**src/rtl/flash_adc_sample_ctrl_pkg.sv**
```systemverilog
`default_nettype none
// ============================================================================
// Module      : flash_adc_pkg
// Description : Shared types and constants for the flash ADC sample controller
//               and its thermometer decoder.
// Revision    : 1.0 - initial release
// ============================================================================
package flash_adc_pkg;

    localparam int COMP_W    = 4;
    localparam int B_W       = 2;
    localparam int NUM_LEGAL = 5;

    // Every code a healthy comparator ladder can produce, lowest input first.
    localparam logic [COMP_W-1:0] LEGAL_CODES [NUM_LEGAL] = '{
        4'b1111, 4'b1110, 4'b1100, 4'b1000, 4'b0000
    };

    typedef enum logic [1:0] {
        ST_IDLE   = 2'd0,
        ST_SETTLE = 2'd1,
        ST_SAMPLE = 2'd2,
        ST_DONE   = 2'd3
    } state_t;

    function automatic logic is_therm(input logic [COMP_W-1:0] code);
        logic hit;
        hit = 1'b0;
        for (int i = 0; i < NUM_LEGAL; i++) begin
            if (code == LEGAL_CODES[i]) begin
                hit = 1'b1;
            end
        end
        return hit;
    endfunction

endpackage
`default_nettype wire

```
**src/rtl/flash_adc_sample_ctrl_therm_decode.sv**
```systemverilog
`default_nettype none
// ============================================================================
// Module      : therm_decode
// Description : Combinational thermometer-to-binary decode with bubble and
//               overrange detection for one comparator sample.
// Revision    : 1.0 - initial release
// ============================================================================
module therm_decode
    import flash_adc_pkg::*;
(
    input  logic [COMP_W-1:0] i_comp,
    output logic [B_W-1:0]    o_d,
    output logic              o_bubble,
    output logic              o_ovr
);

    logic [2:0] w_ones;

    // Counting ones instead of locating the edge keeps a single bubble from
    // producing a wildly wrong level.
    assign w_ones   = 3'($countones(i_comp));
    assign o_d      = (w_ones == 3'd0) ? 2'd3 : 2'(3'd4 - w_ones);
    assign o_bubble = ~is_therm(i_comp);
    assign o_ovr    = (i_comp == '0);

endmodule
`default_nettype wire

```
**src/rtl/flash_adc_sample_ctrl.sv**
```systemverilog
`default_nettype none
// ============================================================================
// Module      : flash_adc_sample_ctrl
// Description : Settle/strobe/average sequencer for a 4-comparator flash ADC
//               with a valid/ready result port and sticky error flags.
// Revision    : 1.0 - initial release
// ============================================================================
module flash_adc_sample_ctrl
    import flash_adc_pkg::*;
#(
    parameter int SETTLE_CYCLES = 2,
    parameter int LOG2_SAMPLES  = 2
) (
    input  logic              clk,
    input  logic              rst,
    input  logic              start,
    input  logic              cont_mode,
    input  logic [COMP_W-1:0] COMP,
    output logic              sample_en,
    output logic              busy,
    output logic [B_W-1:0]    B,
    output logic              result_valid,
    input  logic              result_ready,
    output logic              bubble_err,
    output logic              overrange
);

    localparam int NUM_SAMPLES = 1 << LOG2_SAMPLES;
    localparam int ACC_W       = B_W + LOG2_SAMPLES;
    localparam int CNT_MAX     = (SETTLE_CYCLES > NUM_SAMPLES - 1) ?
                                 SETTLE_CYCLES : NUM_SAMPLES - 1;
    localparam int CNT_W       = $clog2(CNT_MAX + 1);

    state_t             r_state;
    logic [CNT_W-1:0]   r_cnt;
    logic [ACC_W-1:0]   r_acc;
    logic               r_bub;
    logic               r_ovr;
    logic [B_W-1:0]     r_b;
    logic               r_bubble_err;
    logic               r_overrange;
    logic               r_valid;
    logic               r_sample_en;
    logic               r_busy;

    logic [B_W-1:0]     w_d;
    logic               w_bubble;
    logic               w_ovr;
    logic [ACC_W-1:0]   w_acc_next;
    logic               w_accept;

    therm_decode u_decode (
        .i_comp   (COMP),
        .o_d      (w_d),
        .o_bubble (w_bubble),
        .o_ovr    (w_ovr)
    );

    assign w_acc_next = r_acc + ACC_W'(w_d);
    assign w_accept   = result_ready;

    always_ff @(posedge clk) begin
        if (rst) begin
            r_state      <= ST_IDLE;
            r_cnt        <= '0;
            r_acc        <= '0;
            r_bub        <= 1'b0;
            r_ovr        <= 1'b0;
            r_b          <= '0;
            r_bubble_err <= 1'b0;
            r_overrange  <= 1'b0;
            r_valid      <= 1'b0;
            r_sample_en  <= 1'b0;
            r_busy       <= 1'b0;
        end else begin
            case (r_state)
                ST_IDLE: begin
                    if (start) begin
                        r_state <= ST_SETTLE;
                        r_cnt   <= '0;
                        r_acc   <= '0;
                        r_bub   <= 1'b0;
                        r_ovr   <= 1'b0;
                        r_busy  <= 1'b1;
                    end
                end
                ST_SETTLE: begin
                    if (r_cnt == CNT_W'(SETTLE_CYCLES)) begin
                        r_state     <= ST_SAMPLE;
                        r_cnt       <= '0;
                        r_sample_en <= 1'b1;
                    end else begin
                        r_cnt <= r_cnt + CNT_W'(1);
                    end
                end
                ST_SAMPLE: begin
                    r_acc <= w_acc_next;
                    r_bub <= r_bub | w_bubble;
                    r_ovr <= r_ovr | w_ovr;
                    if (r_cnt == CNT_W'(NUM_SAMPLES - 1)) begin
                        // Publish from the next-state values so the last
                        // sample lands in this result.
                        r_state      <= ST_DONE;
                        r_cnt        <= '0;
                        r_sample_en  <= 1'b0;
                        r_valid      <= 1'b1;
                        r_b          <= w_acc_next[ACC_W-1:LOG2_SAMPLES];
                        r_bubble_err <= r_bub | w_bubble;
                        r_overrange  <= r_ovr | w_ovr;
                    end else begin
                        r_cnt <= r_cnt + CNT_W'(1);
                    end
                end
                ST_DONE: begin
                    if (w_accept) begin
                        r_valid <= 1'b0;
                        if (cont_mode) begin
                            r_state <= ST_SETTLE;
                            r_cnt   <= '0;
                            r_acc   <= '0;
                            r_bub   <= 1'b0;
                            r_ovr   <= 1'b0;
                        end else begin
                            r_state <= ST_IDLE;
                            r_busy  <= 1'b0;
                        end
                    end
                end
                default: begin
                    r_state     <= ST_IDLE;
                    r_valid     <= 1'b0;
                    r_sample_en <= 1'b0;
                    r_busy      <= 1'b0;
                end
            endcase
        end
    end

    assign sample_en    = r_sample_en;
    assign busy         = r_busy;
    assign B            = r_b;
    assign result_valid = r_valid;
    assign bubble_err   = r_bubble_err;
    assign overrange    = r_overrange;

endmodule
`default_nettype wire

```
**config.mk**
```make
export PLATFORM = sky130hd
export DESIGN_NAME = flash_adc_sample_ctrl
export DESIGN_NICKNAME = d
export VERILOG_FILES = /design/src/rtl/flash_adc_sample_ctrl_pkg.sv /design/src/rtl/flash_adc_sample_ctrl_therm_decode.sv /design/src/rtl/flash_adc_sample_ctrl.sv
export SDC_FILE = /design/constraint.sdc
export NUM_CORES = 1
export LEC_CHECK = 0
export ABC_AREA = 1
export ABC_CLOCK_PERIOD_IN_PS = 3360
export BUFFER_PORTS_ARGS = -buffer_cell sky130_fd_sc_hd__buf_2
export CORE_ASPECT_RATIO = 0.9
export CORE_UTILIZATION = 56
export DETAILED_ROUTE_END_ITERATION = 12
export PLACE_DENSITY = 0.87
export SYNTH_ARGS = -nofsm -noshare
export SYNTH_HDL_FRONTEND = slang
export SYNTH_HIERARCHICAL = 1
export SYNTH_SLANG_ARGS = --single-unit
```
**constraint.sdc**
```tcl
create_clock -name clk -period 3.36 [get_ports clk]
set_input_delay 0.168 -clock clk [delete_from_list [all_inputs] [get_ports clk]]
set_output_delay 0.168 -clock clk [all_outputs]
set_load 0.05 [all_outputs]
```
==> summary.md, run 1 <==
| Metric | Value |
|---|---|
| Post-route ant nets | `0` |
| Root Buffer Master | `clkbuf_4` |
| FMAX | `0.388 GHz` |
| Min-delay worst type | `in -> reg` |
| Clock buffer depth | `2` |
| Crit path buffers/inverters | `5` |
| Seq pwr share | `0.335` |
| Simple-gate area share of the yosys netlist | `0.254` |
| Clk_lat worst skew | `0.30 ns` |
| # setup viols final | `0` |
| Post-CTS setup buffers | `0` |
| Residual DRC count | `0` |
| Via count | `1,048` |
| Sw Pwr | `0.366 mW` |
| Final hold slack | `0.172 ns` |
| Arr. time, crit path | `2.82 ns` |
| Slowest stage delay, CP | `0.53 ns` |
| Sw frac | `0.474` |
| Worst Skew | `0.0110 ns` |
| Core Region | `1950 um2` |
| Post-synthesis mux area share | `0` |
| Nets | `206` |
| Clock-pin slew on the worst setup and hold paths | `0.09 ns` |
| Pint | `0.407 mW` |
| Total Routing Usage GR | `0.235` |
| Avg WL per Cell | `11.3 um` |
| PortBufs | `15` |
| Sequential area share after synthesis | `0.290` |
| Post-synthesis xor/xnor area fraction | `0.00746` |
| Cell count after placement | `198` |
| Comb power frac | `0.519` |
| VDD IR max | `486 uV` |
| Die Width | `50.3 um` |
| Rel. slew slack | `0.768` |
| Post-Synthesis Cells | `160` |
| DIE AREA | `2280 um2` |
| CP cell instances | `buf_2 > inv_1 > fa_1 > inv_1 > ha_1 > ha_1 > inv_1 > ha_1 > inv_1 > o21ai_0 > ha_1 > fa_1 > xor2_1 > nand3_1 > a21oi_2` |
| Vias in the first global route | `971` |
| H-tree Lvls | `1` |
| CP max stage cell | `fa_1` |
| I/O Pins | `16` |
| Post-synthesis compound-gate area fraction | `0.129` |
| Unique masters post-synth | `23` |
| Initial antenna violation count | `0` |
| CP Max Fanout | `3` |
| Row cnt | `15` |
| First-pass GRT wire length | `3.88 mm` |
| Placer Congestion | `0.832` |
| Fin crit period | `2.58 ns` |
| Detail Placement HPWL | `1.86 mm` |
| Clk sink count | `17` |
| Fin. max-slew vios | `0` |
| Total grt overflow | `0` |
| Kind of critical path | `in -> reg` |
| Largest family of logic cells by synthesized area | `simple AND/OR/NAND/NOR gates` |
| Crit start category | `primary input` |
| Synth-to-Final Area Change | `10.0%` |
| PwrDens | `598 nW/um2` |
| Initial core utilization | `0.601` |
| Leak | `0.668 nW` |
| Final WL | `2.29 mm` |
| Hold-fix buffers, CTS | `0` |
| CTS buffer count | `3` |
| Critical Path RT | `3.60 ns` |
| RSZ-0062 raised after global routing | `no` |
| TritonRoute pass-1 iters | `6` |
| MaxCap Viol Count | `0` |
| Fraction of layout cells with a size suffix above 1 | `0.175` |
| Vias/cell | `5.19` |
| Final Hold Fails | `0` |
| Die H | `45.4 um` |
| Mean Syn Cell Area | `7.34 um2` |
| Pin count of the biggest net entering global routing | `11` |
| CP delay by family, top | `adder cells` |
| Register bit count reported by yosys | `17` |
| Syn_nets | `188` |
| Ant. Diodes | `0` |
| Post-layout util | `0.662` |
| Resized Gates After CTS | `0` |
| Synthesized cell area | `1170 um2` |
| Synth Area in Adders | `0.215` |
| CTS tree | `done` |
| Clk pwr share | `0.146` |
| Status | `finished, final reports clean` |
| Post-Layout Cell Count | `202` |
| Initial DRC Count | `12` |
| Crit end category | `flip-flop` |
| Setup TNS Final | `0 ns` |
| Slew @ Worst Pin | `0.348 ns` |
| Synth warn | `6` |
| Final period util | `0.768` |
stage by stage:
stage | total power, mW | area, um2 | setup slack (ns)
after floorplan | 0.581 | 1170 | 0.807
after global routing | 0.837 | 1290 | 0.628
after detailed placement | 0.661 | 1260 | 0.487
final | 0.772 | 1290 | 0.780
after CTS | 0.776 | 1290 | 0.804
after global placement | 0.639 | 1260 | 0.645
metal layers:
| metal | vias to the layer above | global-route usage | routed length, um |
|---|---|---|---|
| met4 | 0 | 0.120 | 38 |
| met5 | - | 0 | 0 |
| met1 | 488 | 0.255 | 1020 |
| met2 | 24 | 0.429 | 1130 |
| li1 | 532 | - | - |
| met3 | 4 | 0.0600 | 96 |
worst paths after layout:
path                                 start         end  slack, ns  cells past startpoint
worst min-delay path                   rst    r_acc[1]       0.17                      2
worst min register to register       r_ovr       r_ovr       0.46                      2
worst max register to register  r_state[0]  r_state[1]       1.76                      8
worst max-delay path               COMP[0]    r_acc[2]       0.78                     15
cells in the final DEF, fill, tap and decap left out, drive strengths merged:
master   n
nand2   37
inv     27
dfxtp   17
ha      17
nor2    17
buf     15
a21oi   14
o21ai   11
nand3    9
clkbuf   3
clkinv   2
or2      2
o21bai   2
fa       2
xor2     1
nor3     1
power groups by stage:
stage	logic (mW)	registers (mW)	clock network (mW)
after floorplan	0.269	0.312	0
after global placement	0.379	0.260	0
after detailed placement	0.399	0.262	0
after CTS	0.400	0.258	0.118
after global routing	0.449	0.262	0.126
final	0.401	0.259	0.113
cells in the mapped netlist, drive strengths merged:
library cell,n,area [um2]
nand2,37,149
inv,27,101
dfxtp,17,340
ha,17,213
nor2,17,81.3
a21oi,14,81.3
o21ai,11,55.1
nand3,9,50.1
buf,2,16.3
fa,2,40.0
o21bai,2,15.0
or2,2,12.5
clkinv,1,5.00
nor3,1,5.00
xor2,1,8.76
registers in the layout (all words and copies together) (netlist names):
signal	cells
r_ovr	1
busy	1
r_state	2
r_acc	4
r_cnt	2
overrange	1
B	2
sample_en	1
result_valid	1
bubble_err	1
r_bub	1
cell families (layout without fill, tap and decap cells):
| kind of cell | Yosys count | after routing |
|---|---|---|
| simple gates | 66 | 66 |
| buf+inv | 30 | 47 |
| compound gates | 27 | 27 |
| fa+ha+maj | 19 | 19 |
| flops | 17 | 17 |
| xor+xnor | 1 | 1 |
area by class of cell:
| type | instances | area (um2) |
|---|---|---|
| sequential | 17 | 340 |
| timing repair buffer | 15 | 75.1 |
| fill | 164 | 661 |
| clock inverter | 1 | 5.00 |
| tap | 25 | 31.3 |
| inverter | 28 | 106 |
| clock buffer | 3 | 22.5 |
| multi-input combinational | 113 | 711 |
No activity file was read; power rests on OpenSTA's default activity.
==> run 2: changes to the inputs <==
--- a/config.mk
+++ b/config.mk
@@ -6,7 +6,7 @@
 export NUM_CORES = 1
 export LEC_CHECK = 0
 export ABC_AREA = 1
-export ABC_CLOCK_PERIOD_IN_PS = 3360
+export ABC_CLOCK_PERIOD_IN_PS = 2700
 export BUFFER_PORTS_ARGS = -buffer_cell sky130_fd_sc_hd__buf_2
 export CORE_ASPECT_RATIO = 0.9
 export CORE_UTILIZATION = 56
==> constraint.sdc (replaced) <==
create_clock -name clk -period 2.7 [get_ports clk]
set_input_delay 0.135 -clock clk [delete_from_list [all_inputs] [get_ports clk]]
set_output_delay 0.135 -clock clk [all_outputs]
set_load 0.05 [all_outputs]
==> run 2 against run 1 <==
Effect of this change:
- non-clock buffer count grew 2
- power grew 24%
- critical path depth is the same
- sequential cell count stayed put
- largest power group unchanged
==> summary.md, run 2 (same netlist as run 1, synthesis figures left out) <==
| Metric | Value |
|---|---|
| FMAX | `0.405 GHz` |
| Max reg flops | `4 (unchanged)` |
| FF-to-FF path depth | `8 (unchanged)` |
| Fraction of layout cells with a size suffix above 1 | `0.184 (was 0.175)` |
| Avg WL per Cell | `10.8 um (was 11.3 um)` |
| Nets | `208 (was 206)` |
| Post-route ant nets | `0 (unchanged)` |
| Post-CTS setup buffers | `0 (unchanged)` |
| Crit end category | `flip-flop (unchanged)` |
| Commonest non-fill, non-tap cell in the layout | `nand2_1 (unchanged)` |
| Hold_sp | `rst (unchanged)` |
| Fin. max-slew vios | `0 (unchanged)` |
| Final WL | `2.21 mm (was 2.29 mm)` |
| TritonRoute pass-1 iters | `5 (was 6)` |
| Slowest stage delay, CP | `0.54 ns (was 0.53 ns)` |
| CTS buffer count | `3 (unchanged)` |
| Synth-to-Final Area Change | `11.3% (was 10.0%)` |
| RSZ-0062 raised after global routing | `no (unchanged)` |
| Worst R2R Start | `r_state[0] (unchanged)` |
| Fin area | `1310 um2 (was 1290 um2)` |
| CTS tree | `done (unchanged)` |
| Via count | `1,030 (was 1,048)` |
| Final Hold Fails | `0 (unchanged)` |
| Clock-pin slew on the worst setup and hold paths | `0.10 ns (was 0.09 ns)` |
| CP cell instances | `buf_2 > inv_1 > fa_1 > inv_1 > ha_1 > ha_1 > inv_1 > ha_1 > inv_1 > o21ai_0 > ha_1 > fa_1 > xor2_1 > nand3_1 > a21oi_2 (unchanged)` |
| I/O Pins | `16 (unchanged)` |
| Root Buffer Master | `clkbuf_4 (unchanged)` |
| Fin crit period | `2.47 ns` |
| Total Routing Usage GR | `0.231 (was 0.235)` |
| Status | `finished, final reports clean (unchanged)` |
| Pin count of the biggest net entering global routing | `11 (unchanged)` |
| Total grt overflow | `0 (unchanged)` |
| Die H | `45.4 um (unchanged)` |
| Crit start category | `primary input (unchanged)` |
| CP delay by family, top | `adder cells (unchanged)` |
| Leak | `0.678 nW (was 0.668 nW)` |
| Detail Placement HPWL | `1.83 mm (was 1.86 mm)` |
| Clk sink count | `17 (unchanged)` |
| Initial DRC Count | `31 (was 12)` |
| Rel. slew slack | `0.774 (was 0.768)` |
| Worst Skew | `0.00413 ns (was 0.0110 ns)` |
| Initial core utilization | `0.601 (unchanged)` |
| Final period util | `0.914` |
| VDD IR max | `595 uV (was 486 uV)` |
| Most flops, register | `r_acc (unchanged)` |
| PwrDens | `732 nW/um2 (was 598 nW/um2)` |
| Setup TNS Final | `0 ns (unchanged)` |
| H-tree Lvls | `1 (unchanged)` |
| Arr. time, crit path | `2.70 ns (was 2.82 ns)` |
| # setup viols final | `0 (unchanged)` |
| DIE AREA | `2280 um2 (unchanged)` |
| Vias in the first global route | `943 (was 971)` |
| CP Max Fanout | `2 (was 3)` |
| First-pass GRT wire length | `3.94 mm (was 3.88 mm)` |
| CP max stage cell | `fa_1 (unchanged)` |
| Core Region | `1950 um2 (unchanged)` |
| Hold Crit Endpoint | `r_acc[1] (unchanged)` |
| CP Launch Point | `COMP[0] (unchanged)` |
| Hold-fix buffers, CTS | `0 (unchanged)` |
| Overall power | `0.956 mW (was 0.772 mW)` |
| Worst Hold Path Cells | `2 (unchanged)` |
| R2r endpoint | `r_state[1] (unchanged)` |
| Clk_lat worst skew | `0.29 ns (was 0.30 ns)` |
| Clock buffer depth | `2 (unchanged)` |
| Commonest non-fill, non-tap cells in the layout | `nand2_1, inv_1, dfxtp_1, ha_1, buf_2 (unchanged)` |
| Placed Area | `1280 um2 (was 1260 um2)` |
| Kind of critical path | `in -> reg (unchanged)` |
| Reg-to-reg setup timing slack | `1.11 ns (was 1.76 ns)` |
| Vias/cell | `5.05 (was 5.19)` |
| Die Width | `50.3 um (unchanged)` |
| Initial antenna violation count | `0 (unchanged)` |
| Min-delay worst type | `in -> reg (unchanged)` |
| Crit path buffers/inverters | `5 (unchanged)` |
| Residual DRC count | `0 (unchanged)` |
| Placer Congestion | `0.838 (was 0.832)` |
| Critical Path RT | `2.93 ns (was 3.60 ns)` |
| Ant. Diodes | `0 (unchanged)` |
| PortBufs | `15 (unchanged)` |
| Fill count | `165 (was 164)` |
| Slew @ Worst Pin | `0.339 ns (was 0.348 ns)` |
| MaxCap Viol Count | `0 (unchanged)` |
| Resized Gates After CTS | `0 (unchanged)` |
| Row cnt | `15 (unchanged)` |
==> run 2: cell types whose count changed in the layout (fill, tap and decap cells not counted) <==
cell / previous run / this run
buf_4: 0 / 2
==> run 2: worst max path at each step <==
stage / endpoint / depth (start not counted)
2_1_floorplan: r_acc[2] / 14
6_report: r_acc[2] / 15
4_1_cts: r_acc[2] / 15
3_5_place_dp: r_acc[2] / 15
3_3_place_gp: r_acc[2] / 15
5_1_grt: r_acc[2] / 15
==> run 2: metal layers <==
metal	wire (um)	GRT usage
met5	0	0
met4	8	0.0514
met3	84	0.0700
met2	1080	0.397
met1	1040	0.287
==> run 2: worst reg2reg max path: cells and delay by family, from the launching register on <==
family	cells	cell delay [ns]
and+or+nand+nor	5	0.52
buffers and inverters	1	0.11
adders and majority gates	1	0.33
AOI/OAI and AO/OA	1	0.11
DFF	1	0.41
==> run 2: stage by stage <==
step	hold WS (ns)	setup WS (ns)	utilization	instances
detailed placement	0.448	-0.0812	0.655	200
finish	0.152	0.231	0.669	204
floorplan	0.372	0.180	-	160
global placement	0.442	0.0514	0.655	200
global route	0.150	0.0581	0.669	204
CTS	0.145	0.226	0.669	204
==> run 2: cell type report <==
| cell class | count | area [um2] | area share |
|---|---|---|---|
| Multi-Input combinational cell | 113 | 711 | 0.544 |
| Inverter | 28 | 106 | 0.0814 |
| Tap cell | 25 | 31.3 | 0.0239 |
| Sequential cell | 17 | 340 | 0.261 |
| Timing Repair Buffer | 17 | 90.1 | 0.0690 |
| Clock buffer | 3 | 22.5 | 0.0172 |
| Clock inverter | 1 | 5.00 | 0.00383 |
==> run 2: report_power, final <==
part | switching, mW | internal [mW] | total (mW)
Clock | 0.0815 | 0.0552 | 0.137
Sequential | 0.0322 | 0.291 | 0.323
Combinational | 0.334 | 0.162 | 0.496
